--- src/rtl/synapse_accumulator_pkg.sv ---
// Shared definitions for the synapse accumulator and neighbouring neuron stages:
// FSM state type, index-width helper and a saturating adder.
package synapse_accumulator_pkg;

  typedef enum logic [0:0] {
    IDLE = 1'b0,
    SCAN = 1'b1
  } state_e;

  localparam int unsigned SAT_MAX_W = 64;

  function automatic int unsigned idx_width(input int unsigned num_syn);
    return $clog2(num_syn);
  endfunction

  // Unsigned add clamped to 2^width-1; operands must fit comfortably below 2^64.
  function automatic logic [SAT_MAX_W-1:0] sat_add(input logic [SAT_MAX_W-1:0] a,
                                                    input logic [SAT_MAX_W-1:0] b,
                                                    input int unsigned width);
    logic [SAT_MAX_W-1:0] sum;
    logic [SAT_MAX_W-1:0] limit;
    sum   = a + b;
    limit = (64'd1 << width) - 64'd1;
    if (sum > limit) begin
      return limit;
    end else begin
      return sum;
    end
  endfunction

endpackage

--- src/rtl/synapse_accumulator_weight_regfile.sv ---
// Synaptic weight storage: one write port, one combinational read port,
// cleared by synchronous reset.
module synapse_weight_regfile #(
  parameter int unsigned NUM_SYN      = 16,
  parameter int unsigned WEIGHT_WIDTH = 16
) (
  input  logic                       i_clk,
  input  logic                       i_rst,
  input  logic                       i_we,
  input  logic [$clog2(NUM_SYN)-1:0] i_waddr,
  input  logic [WEIGHT_WIDTH-1:0]    i_wdata,
  input  logic [$clog2(NUM_SYN)-1:0] i_raddr,
  output logic [WEIGHT_WIDTH-1:0]    o_rdata
);

  logic [WEIGHT_WIDTH-1:0] weights_q [NUM_SYN];

  always_ff @(posedge i_clk) begin
    if (i_rst) begin
      for (int i = 0; i < int'(NUM_SYN); i++) begin
        weights_q[i] <= {WEIGHT_WIDTH{1'b0}};
      end
    end else if (i_we) begin
      weights_q[i_waddr] <= i_wdata;
    end
  end

  // Read happens before any same-edge write lands, so a scan sees the old weight.
  assign o_rdata = weights_q[i_raddr];

endmodule

--- src/rtl/synapse_accumulator.sv ---
// Serial weighted-sum stage: scans one synapse per clock and emits a single
// saturated contribution word per frame for the downstream neuron.
module synapse_accumulator
  import synapse_accumulator_pkg::*;
#(
  parameter int unsigned DATA_LENGTH  = 32,
  parameter int unsigned NUM_SYN      = 16,
  parameter int unsigned WEIGHT_WIDTH = 16,
  parameter int unsigned WEIGHT_SHIFT = 16
) (
  input  logic                       i_clk,
  input  logic                       i_rst,
  input  logic [NUM_SYN-1:0]         i_pre_spike,
  input  logic                       i_pre_valid,
  output logic                       o_pre_ready,
  input  logic                       i_w_we,
  input  logic [$clog2(NUM_SYN)-1:0] i_w_addr,
  input  logic [WEIGHT_WIDTH-1:0]    i_w_data,
  output logic [DATA_LENGTH-1:0]     o_spike,
  output logic                       o_frame_done,
  output logic                       o_overrun
);

  localparam int unsigned IDX_W = idx_width(NUM_SYN);
  localparam int unsigned ACC_W = DATA_LENGTH + IDX_W + 1;

  state_e                 state_q,   state_d;
  logic [IDX_W-1:0]       idx_q,     idx_d;
  logic [ACC_W-1:0]       acc_q,     acc_d;
  logic [NUM_SYN-1:0]     spikes_q,  spikes_d;
  logic [DATA_LENGTH-1:0] spike_q,   spike_d;
  logic                   done_q,    done_d;
  logic                   overrun_q, overrun_d;

  logic [WEIGHT_WIDTH-1:0] weight_s;
  logic [ACC_W-1:0]        term_s;

  synapse_weight_regfile #(
    .NUM_SYN      (NUM_SYN),
    .WEIGHT_WIDTH (WEIGHT_WIDTH)
  ) u_weights (
    .i_clk   (i_clk),
    .i_rst   (i_rst),
    .i_we    (i_w_we),
    .i_waddr (i_w_addr),
    .i_wdata (i_w_data),
    .i_raddr (idx_q),
    .o_rdata (weight_s)
  );

  assign term_s = spikes_q[idx_q]
                ? ({{(ACC_W-WEIGHT_WIDTH){1'b0}}, weight_s} << WEIGHT_SHIFT)
                : {ACC_W{1'b0}};

  always_comb begin
    state_d   = state_q;
    idx_d     = idx_q;
    acc_d     = acc_q;
    spikes_d  = spikes_q;
    spike_d   = {DATA_LENGTH{1'b0}};
    done_d    = 1'b0;
    overrun_d = overrun_q | (i_pre_valid & (state_q == SCAN));
    case (state_q)
      IDLE: begin
        if (i_pre_valid) begin
          spikes_d = i_pre_spike;
          acc_d    = {ACC_W{1'b0}};
          idx_d    = {IDX_W{1'b0}};
          state_d  = SCAN;
        end else begin
          state_d  = IDLE;
        end
      end
      SCAN: begin
        if (idx_q == IDX_W'(NUM_SYN - 1)) begin
          spike_d = DATA_LENGTH'(sat_add(SAT_MAX_W'(acc_q), SAT_MAX_W'(term_s), DATA_LENGTH));
          done_d  = 1'b1;
          state_d = IDLE;
        end else begin
          acc_d   = acc_q + term_s;
          idx_d   = idx_q + IDX_W'(1);
        end
      end
      default: begin
        state_d = IDLE;
      end
    endcase
  end

  always_ff @(posedge i_clk) begin
    if (i_rst) begin
      state_q   <= IDLE;
      idx_q     <= {IDX_W{1'b0}};
      acc_q     <= {ACC_W{1'b0}};
      spikes_q  <= {NUM_SYN{1'b0}};
      spike_q   <= {DATA_LENGTH{1'b0}};
      done_q    <= 1'b0;
      overrun_q <= 1'b0;
    end else begin
      state_q   <= state_d;
      idx_q     <= idx_d;
      acc_q     <= acc_d;
      spikes_q  <= spikes_d;
      spike_q   <= spike_d;
      done_q    <= done_d;
      overrun_q <= overrun_d;
    end
  end

  assign o_pre_ready  = (state_q == IDLE);
  assign o_spike      = spike_q;
  assign o_frame_done = done_q;
  assign o_overrun    = overrun_q;

endmodule

--- config.mk ---
export PLATFORM = sky130hd
export DESIGN_NAME = synapse_accumulator
export DESIGN_NICKNAME = d
export VERILOG_FILES = /design/src/rtl/synapse_accumulator_pkg.sv /design/src/rtl/synapse_accumulator_weight_regfile.sv /design/src/rtl/synapse_accumulator.sv
export SDC_FILE = /design/constraint.sdc
export NUM_CORES = 1
export LEC_CHECK = 0
export ABC_AREA = 1
export CAP_MARGIN = 0
export CELL_PAD_IN_SITES_DETAIL_PLACEMENT = 1
export CELL_PAD_IN_SITES_GLOBAL_PLACEMENT = 1
export CORE_MARGIN = 5
export CORE_UTILIZATION = 47
export DETAILED_ROUTE_END_ITERATION = 16
export PLACE_DENSITY_LB_ADDON = 0.1
export SLEW_MARGIN = 10
export SYNTH_ARGS = -nofsm -noshare
export SYNTH_HDL_FRONTEND = slang
export SYNTH_SLANG_ARGS = --single-unit
--- constraint.sdc ---
create_clock -name i_clk -period 3.6 [get_ports i_clk]
set_clock_uncertainty 0.1 [all_clocks]
set_input_delay 1.08 -clock i_clk [delete_from_list [all_inputs] [get_ports i_clk]]
set_output_delay 1.08 -clock i_clk [all_outputs]
set_load 0.02 [all_outputs]
==> run_results.csv, run 1 <==
group,metric,value,unit
run_status,outcome,"finished with violations",
run_status,violations,"setup timing",
global_routing,grt_util_met1,33.4,%
synth,ys_types,36,
clock_network,root_buffer,"clkbuf_16",
sta,worst_pin_slew,0.877,ns
pwr,p_comb_share,14.5,%
setup_path,critical_path_buf_inv_count,5,
sta,slew-limit-headroom,41.4,%
synth,syn-cell-area,0.0152,mm2
setup_path,critPathKind,"flip-flop to flip-flop",
synth,synthesis.nets,1689,
pwr,p_sw,2.36,mW
clock_network,htree_levels,2,
global_routing,overflow,0,
clock_network,clk_latency,0.54,ns
synth,synth_top_area_cell,"edfxtp_1",
sta,fin_crit,3.63,ns
synth,synth_warnings,0,
placed_design,placed_cells,2179,
hold_path,hold_depth,2,
pwr,pwr-share-clk,38.7,%
clock_network,clk_pin_slew,0.06,ns
clock_network,clock_path_buffers,3,
placed_design,post_dp_cell_area,0.0173,mm2
synth,syn_inst,1631,
floorplanning,die-area,0.0361,mm2
floorplanning,initial_core_util,47.2,%
synth,syn_area_per_cell,9.34,um2
cells_and_area,postLayoutCellArea,0.0193,mm2
routing,drt_iter0_markers,918,
floorplanning,die_y,190,um
routing,vias,12600,
global_routing,grt_usage,27.5,%
cells_and_area,layout.nets,1853,
cells_and_area,multi_input_area,0.00572,mm2
pwr,pwr-share-seq,46.8,%
routing,wl_per_cell,22.6,um
setup_path,max_stage_delay,0.36,ns
global_routing,grt_max_degree,44,
synth,yosysSeqAreaShare,59.0,%
setup_path,end_kind,"flip-flop",
setup_path,crit_family,"simple AND/OR/NAND/NOR gates",
global_routing,grt_pass1_wl,76.1,mm
setup_path,crit_slowest_cell,"dfxtp_4",
global_routing,first_global_vias,13400,
sta,rsz0062_at_grt,"true",
cells_and_area,fin_util,59.9,%
pwr,power_density,473,mW/mm2
synth,ys_ff_latch,321,
synth,synth_enable_flop_cells,256,
sta,final.setup.worst_slack,-0.0264,ns
routing,viasPerCell,5.59,
global_routing,use_met3,3.82,%
sta,hold_viol_final,0,
floorplanning,rows,66,
setup_path,crit_chain,"buf_8, buf_12, buf_12, buf_6, mux2i_2, o211ai_1, o21ai_1, o22ai_1, nand2_1, inv_2, ha_4, nand2_2, nand2_2, a21oi_2, nor2_2, nor2_2, nand2_1, nand2_2, nand3_2, nor2_4, nand2_4, nand2_8, nand2_1",
setup_path,cp.required,3.92,ns
floorplanning,io_pins,75,
hold_path,hold_start,"o_overrun",
cells_and_area,instances_no_fill,2263,
pwr,intPower,6.78,mW
clock_network,numClockSinks,321,
sta,fin_crit_sh,101,%
clock_network,cts_buffers,37,
clock_network,cts_tree,"yes",
floorplanning,coreArea,0.0323,mm2
sta,tns,-0.194,ns
routing,routed_wl,51.2,mm
setup_path,crit_fanout,8,
sta,report.final.slew_viol_count,0,
cells_and_area,drive_gt1_share,19.2,%
cells_and_area,register_area,0.00899,mm2
hold_path,hold_end,"o_overrun",
setup_path,r2r_cells,23,
synth,synthArstFlopShare,0,%
synth,netlist_top_cells_area,"edfxtp_1, dfxtp_1, nor2_1",
setup_path,reg2reg_to,"o_spike[30]",
pwr,peakVddDrop,393,uV
synth,synth_common_cells,"nor2_1, edfxtp_1, nand2_1",
cells_and_area,diodes,0,
synth,synth_ff_type,"edfxtp_1",
global_routing,antenna_found_initial,0,
sta,setup_viol,16,
global_routing,busiest_layer,"met2",
synth,yosysMostFrequentCell,"nor2_1",
floorplanning,dieWidth,190,um
pwr,leakagePower,7.83,nW
cells_and_area,fill_cells,3549,
synth,synth_top_area_share,50.5,%
routing,ant_nets,0,
setup_path,cp-start-kind,"flip-flop",
routing,drc,0,
run,drv_cap,0,
global_routing,met2_usage,49.0,%
hold_path,hold_class,"flip-flop to flip-flop",
sta,fmax,276,MHz
pwr,switching_share,25.8,%
placed_design,io_buffers,74,
setup_path,cp.arrival,3.95,ns
placed_design,gp_congestion,0.897,
routing,dr.pass1.iters,5,
cells_and_area,syn2layout_area_growth,27.0,%
setup_path,reg2reg_slack,-0.03,ns
placed_design,hpwlAfterDp,32.5,mm
[placed cells by master, fill, tap and decap left out, drive strengths merged, types with 3 or more instances in the layout]
master	Yosys	layout
buf	42	149
a21oi	104	104
nor2	349	349
nand4	5	5
nand2	239	241
o211ai	14	14
xnor2	4	4
xor2	9	9
bufbuf	0	3
clkbuf	65	56
mux2i	61	61
ha	17	17
o21ai	172	172
o22ai	21	21
nand3	21	21
clkdlybuf4s50	0	74
nand3b	4	4
edfxtp	256	256
inv	165	165
nor3	8	8
clkinv	2	13
dfxtp	65	65
[tightest hold or removal path, stage by stage, from the launching register on]
cell,delay [ns]
dfxtp_1,0.32
a21oi_1,0.04
nor2_1,0.07
[layer usage]
metal | part of all wire, % | routed length, um | vias to the layer above
met4 | 4.5 | 2290 | 0
met1 | 40 | 20700 | 6396
met3 | 4.9 | 2500 | 116
li1 | - | - | 5762
met2 | 50 | 25700 | 369
met5 | 0 | 0 | -
[cells by family (layout without fill, tap and decap cells)]
kind of cell / Yosys count / count (layout) / synth area share [%]
XOR/XNOR: 13 / 13 / 0.748
AND/OR/NAND/NOR: 628 / 630 / 16.2
buffers and inverters: 274 / 462 / 7.62
multiplexers: 61 / 61 / 4.01
AO/OA/AOI/OAI: 316 / 316 / 10.9
adder cells (fa/ha/maj): 18 / 18 / 1.53
flip-flops: 321 / 321 / 59.0
[flip-flops by register name, summed over array words and instances, names as in the netlist, named ones only]
register and cells:
u_weights.weights_q 256, acc_q 21, o_spike 17, spikes_q 16
idx_q 4, o_frame_done 1, o_overrun 1, state_q 1
[power groups by stage]
stage	logic, mW	registers, mW	clock network [mW]
floorplan	0.585	4.31	0
global placement	1.07	4.34	0
detailed placement	1.10	4.35	0
CTS	1.21	4.27	3.57
global route	1.41	4.29	3.74
finish	1.33	4.28	3.54
[timing repair]
action                     in CTS  in global routing
setup endpoints to repair      21                 29
pin swaps                      18                 49
gates resized for setup        66                150
gates cloned                    5                  4
hold buffers                    0                  0
setup buffers                   7                  3
[layout make-up]
| type | count | share of cell area, % |
|---|---|---|
| inverters | 167 | 3.24 |
| clock inverters | 13 | 0.511 |
| flip-flops and latches | 321 | 46.5 |
| clock buffers | 52 | 5.24 |
| multi-input cells | 1038 | 29.6 |
| repair buffers | 230 | 12.1 |
| well taps | 442 | 2.86 |
[worst max path at each step]
stage	from	endpoint	slack (ns)	cells after the start
after floorplan	flip-flop	o_spike[16]	0.37	26
after global placement	flip-flop	o_spike[17]	-0.05	21
after detailed placement	flip-flop	o_spike[16]	-0.14	21
after CTS	flip-flop	o_spike[16]	0.0008	26
after global routing	flip-flop	o_spike[31]	-0.17	26
final	flip-flop	o_spike[30]	-0.03	23
[metrics by stage]
step	power, mW	hold slack (ns)	setup slack [ns]
after floorplan	4.90	0.342	0.374
after global placement	5.40	0.350	-0.0453
after detailed placement	5.45	0.359	-0.144
after CTS	9.06	0.372	0.000783
after global routing	9.44	0.422	-0.169
final	9.14	0.366	-0.0264
(Power assumes the default switching activity.)
==> inputs of run 2 (changes only) <==
Settings changed: RECOVER_POWER from default to 50, SLEW_MARGIN 10 to 20.
==> results of run 2 <==
Same layout as run 1: the final DEF is identical, and so are final timing and power.
